<file path="src/rtl/barrel_shift_pipe.sv">
// Four-stage pipelined left shifter/rotator (8,4,2,1 stages), one result per clock.
// Latency 4 cycles plus one per stall cycle; a global stall holds every stage while out_valid && !out_ready.
module barrel_shift_pipe #(
   parameter int WIDTH = 16,
   parameter int SHW   = 4
) (
   input  logic             clk,
   input  logic             rst_n,
   input  logic             in_valid,
   output logic             in_ready,
   input  logic [WIDTH-1:0] in_data,
   input  logic [SHW-1:0]   in_shamt,
   input  logic             in_rot,
   output logic             out_valid,
   input  logic             out_ready,
   output logic [WIDTH-1:0] out_data,
   output logic [2:0]       occupancy
);

   typedef struct packed {
      logic             vld;
      logic             rot;
      logic [SHW-1:0]   shamt;
      logic [WIDTH-1:0] dat;
   } stage_t;

   stage_t stg_q [SHW];
   stage_t stg_d [SHW];
   stage_t prev  [SHW];
   stage_t in_pkt;
   logic   advance;

   assign in_pkt   = '{vld: in_valid, rot: in_rot, shamt: in_shamt, dat: in_data};
   assign advance  = !stg_q[SHW-1].vld || out_ready;
   assign in_ready = advance;

   // Stage k consumes shamt bit SHW-1-k, i.e. the largest remaining power of two first.
   always_comb begin
      prev[0] = in_pkt;
      for (int k = 1; k < SHW; k++) begin
         prev[k] = stg_q[k-1];
      end
      for (int k = 0; k < SHW; k++) begin
         stg_d[k] = prev[k];
         if (prev[k].shamt[SHW-1-k]) begin
            if (prev[k].rot) begin
               stg_d[k].dat = (prev[k].dat << (1 << (SHW-1-k)))
                            | (prev[k].dat >> (WIDTH - (1 << (SHW-1-k))));
            end else begin
               stg_d[k].dat = prev[k].dat << (1 << (SHW-1-k));
            end
         end
      end
   end

   always_ff @(posedge clk or negedge rst_n) begin
      if (!rst_n) begin
         for (int k = 0; k < SHW; k++) begin
            stg_q[k] <= '0;
         end
      end else if (advance) begin
         for (int k = 0; k < SHW; k++) begin
            stg_q[k] <= stg_d[k];
         end
      end
   end

   always_comb begin
      occupancy = '0;
      for (int k = 0; k < SHW; k++) begin
         occupancy = occupancy + 3'(stg_q[k].vld);
      end
   end

   assign out_valid = stg_q[SHW-1].vld;
   assign out_data  = stg_q[SHW-1].dat;

endmodule

</file>
<file path="config.mk">
export PLATFORM = sky130hd
export DESIGN_NAME = barrel_shift_pipe
export DESIGN_NICKNAME = d
export VERILOG_FILES = /design/src/rtl/barrel_shift_pipe.sv
export SDC_FILE = /design/constraint.sdc
export NUM_CORES = 1
export LEC_CHECK = 0
export CAP_MARGIN = 20
export CORE_UTILIZATION = 55
export CTS_CLUSTER_DIAMETER = 150
export CTS_CLUSTER_SIZE = 12
export DETAILED_ROUTE_END_ITERATION = 7
export GPL_TIMING_DRIVEN = 0
export MAX_ROUTING_LAYER = met4
export PLACE_DENSITY = 0.75
export SYNTH_ARGS = -nofsm -noshare
export SYNTH_HDL_FRONTEND = slang
export SYNTH_SLANG_ARGS = --single-unit
</file>
<file path="constraint.sdc">
create_clock -name clk -period 2.8 [get_ports clk]
set_input_delay 0.56 -clock clk [delete_from_list [all_inputs] [get_ports clk]]
set_output_delay 0.56 -clock clk [all_outputs]
set_load 0.1 [all_outputs]
</file>
# Word level (Yosys, flattened, before mapping)
# Cells that the tools add are included.
# Widths: inputs -> output; s select.
[classes]
n_addsub = 3
n_reduce_logical = 2
n_bitwise = 4
n_mux = 8
[ops]
columns = ["cell", "count"]
rows = [
  ["$mux 16", 8],
  ["$or 16x1->16", 1],
  ["$or 16x2->16", 1],
  ["$or 16x4->16", 1],
  ["$or 16x8->16", 1],
  ["$add 2x1->3", 1],
  ["$add 3x1->3", 1],
  ["$add 1x1->2", 1],
  ["$logic_not 1->1", 1],
  ["$logic_or 1x1->1", 1],
]
[totals]
input_bits = 25
reg_bits = 77
elab_cells = 31

# Longest topological paths before layout
[depth]
depth_word = 3
ltp_mapped = 6
mapped_depth_nobuf = 5

# Worst setup path before layout
# OpenSTA, ideal clock, no wires.
[synth_timing]
path_kind = "register -> output"
from = "register stg_q (netlist bit out_valid)"
to = "output occupancy[1]"
arrival_time_ns = 2.885
slack_ns = -0.645
required_ns = 2.240
stages_incl_launch_ff = 7
path_cell_list = "dfrtp_1 clkbuf_1 inv_1 fa_1 inv_1 ha_1 ha_1"
[synth_between]
elab_chain_cells = 1
[synth_lines]
columns = ["item", "line_no", "rtl"]
rows = [
  ["start: declaration", "27", "stage_t stg_q [SHW];"],
  ["start signal: indexed assignment", "63", "stg_q[k] <= stg_d[k];"],
  ["$add 3x1->3", "71", "occupancy = occupancy + 3'(stg_q[k].vld);"],
  ["end: declaration", "17", "output logic [2:0] occupancy"],
]
# Every way passes these cells.

# Final worst setup path
# Ends and elaborated chain as after synthesis.

==> qor.txt <==
Syn Area/Cell: 13.5 µm²
Post-Place Setup Slack: -0.872 ns
Layout Utilization: 71.3%
CP top delay family: adder cells
RSZ-0062 raised after global routing: no
#FFs+latches synth: 77
Ys flop type: dfrtp_1
Register area share after synthesis: 51.3%
Most frequent cell after synthesis: mux2_2
Total global-route track usage: 23.2%
Net count of the finished layout: 364
Top-area cell type share of the netlist area: 51.3%
DPL Wire Length: 5.09 mm
Number of flops mapped to enable cells by yosys: 0
Initial antenna violation count: 0
R2r worst-path depth: 6
Residual DRC: 2
Mapped Nets: 306
Vias: 2370
IO buf count: 43
Root Driver: clkbuf_8
Mapped Cells: 278
Top cells by count, synth: 108 x mux2_2, 77 x dfrtp_1, 16 x nand2b_1
WP depth: 7
Area grow syn2layout: 22.8%
WP data arrival: 2.15 ns
Slowest-stage cell, CP: fa_1
Min-delay worst type: input port to asynchronous set/reset pin
Synth top area cells: dfrtp_1 51%, mux2_2 32%, nor3b_1 3.0%
Worst hold slack: 0.133 ns
Period utilisation layout: 96.6%
Ports: 46
Post-synth ARST share: 100%
Clock transition at path regs: 0.08 ns
# diodes: 0
Slew HR: 34.2%
Failing checks: design-rule violations
CTS tree: yes
Synth warnings: 0
Initial drt markers: 114
CP Class: register to output pin
Starting Density: 58.1%
Final min period: 2.71 ns
Largest net degree at the start of global routing: 51
Share of layout cells above drive strength 1: 44.9%
Max-slew violation count: 0
Clock latency on the worst-skew pair: 0.34 ns
Cells along the critical path: buf_8 > inv_2 > fa_1 > inv_1 > ha_2 > ha_4 > buf_12
Final WS setup: 0.0939 ns
Final antenna-violating net count: 0
Max frequency: 370 MHz
Die X: 84.6 µm
Count of unique library cells instantiated by Yosys: 16
GP Congestion: 0.792
Vias in the first global route: 2449
Placement row count: 29
WL/cell: 17.0 µm
Die height: 84.6 µm
Max incr delay on CP: 0.53 ns
Slew @ Worst Pin: 0.983 ns
Setup-failing EPs final: 0
H-tree levels: 3
Core Footprint: 6460 µm²
Drt first pass iters: 8
Status: complete, but fails checks
Worst Skew: 0.00750 ns
Num CTS Buffers: 9
Cell taking the most area after synthesis: dfrtp_1
Total grt overflow: 0
Vias per inst: 5.67
Die area: 7160 µm²
CP Buf/Inv Count: 4
Max Buffers Root-to-Sink: 2
CP max FO: 8
Max-cap viol count: 0
Number of hold violations in the final report: 0
Worst setup SP type: register
Critical Path Sink Type: output pin
Final WL: 7.11 mm
First-pass GRT wire length: 12.2 mm
Req. time, crit path: 2.24 ns
Clock sink count: 77
Netlist Area Pre-Place: 3750 µm²
layout make-up:
type / instances / area [µm²]
sequential: 77 / 1930
inverter: 5 / 18.8
multi-input combinational: 175 / 1690
clock inverter: 4 / 95.1
tap: 77 / 96.3
buffer: 21 / 143
timing repair buffer: 47 / 490
fill: 448 / 1850
clock buffer: 12 / 145
through the flow:
| step | std cells | setup TNS [ns] | instance area (µm²) |
|---|---|---|---|
| floorplan | 278 | -0.146 | 3760 |
| global placement | 398 | -120.72 | 4290 |
| detailed placement | 399 | -3.01 | 4310 |
| CTS | 415 | 0 | 4580 |
| global route | 418 | 0 | 4610 |
| finish | 418 | 0 | 4610 |
timing repair:
action	in CTS	in global routing
gates cloned	0	0
hold buffers	0	0
resized for setup	34	2
endpoints found under the setup margin	4	4
setup buffers	0	3
worst register-to-register path, stage by stage (launching register included):
cell      delay, ns
dfrtp_2        0.47
buf_4          0.16
buf_4          0.12
nand2b_1       0.05
buf_2          0.17
buf_2          0.27
mux2_2         0.37
routing by layer:
layer	vias up	part of all wire [%]	global-route usage [%]
met5	-	0	-
met4	0	1.4	6.47
met3	9	3.6	6.00
met2	52	48	35.3
met1	1193	47	30.9
li1	1116	-	-
path summary, 6_finish.rpt:
kind                                             from                     to  slack [ns]
worst max-delay path            out_valid$_DFFE_PN0P_           occupancy[1]        0.09
max in group asynchronous                       rst_n    prev[7]$_DFFE_PN0P_        2.10
worst min register to register   prev[21]$_DFFE_PN0P_  out_valid$_DFFE_PN0P_        0.51
worst min-delay path                            rst_n   prev[60]$_DFFE_PN0P_        0.13
min in group clk                 prev[21]$_DFFE_PN0P_  out_valid$_DFFE_PN0P_        0.51
worst max register to register  out_valid$_DFFE_PN0P_   prev[65]$_DFFE_PN0P_        1.07
state kept, by name, summed over array words and instances (netlist names):
register and cells:
prev 60, out_data 16, out_valid 1
kinds of logic after synthesis:
group,count (synthesis),share of synthesized area [%]
compound gates,15,2.50
simple gates,47,7.77
flops,77,51.3
buf+inv,26,4.00
fa+ha+maj,3,1.20
mux,110,33.2
cell usage in the layout, fill, tap and decap left out, drive strengths merged:
cell	instances
nand2	1
nand2b	16
inv	5
dlymetal6s2s	1
clkinv	1
nor3b	15
ha	2
a31oi	15
clkdlybuf4s50	37
clkbuf	16
bufinv	3
buf	26
nand3	15
dfrtp	77
fa	1
mux2	110
Power is left out: the tool's default activity adds up to more than one toggle a clock period on the data nets, which glitch-free logic cannot reach.
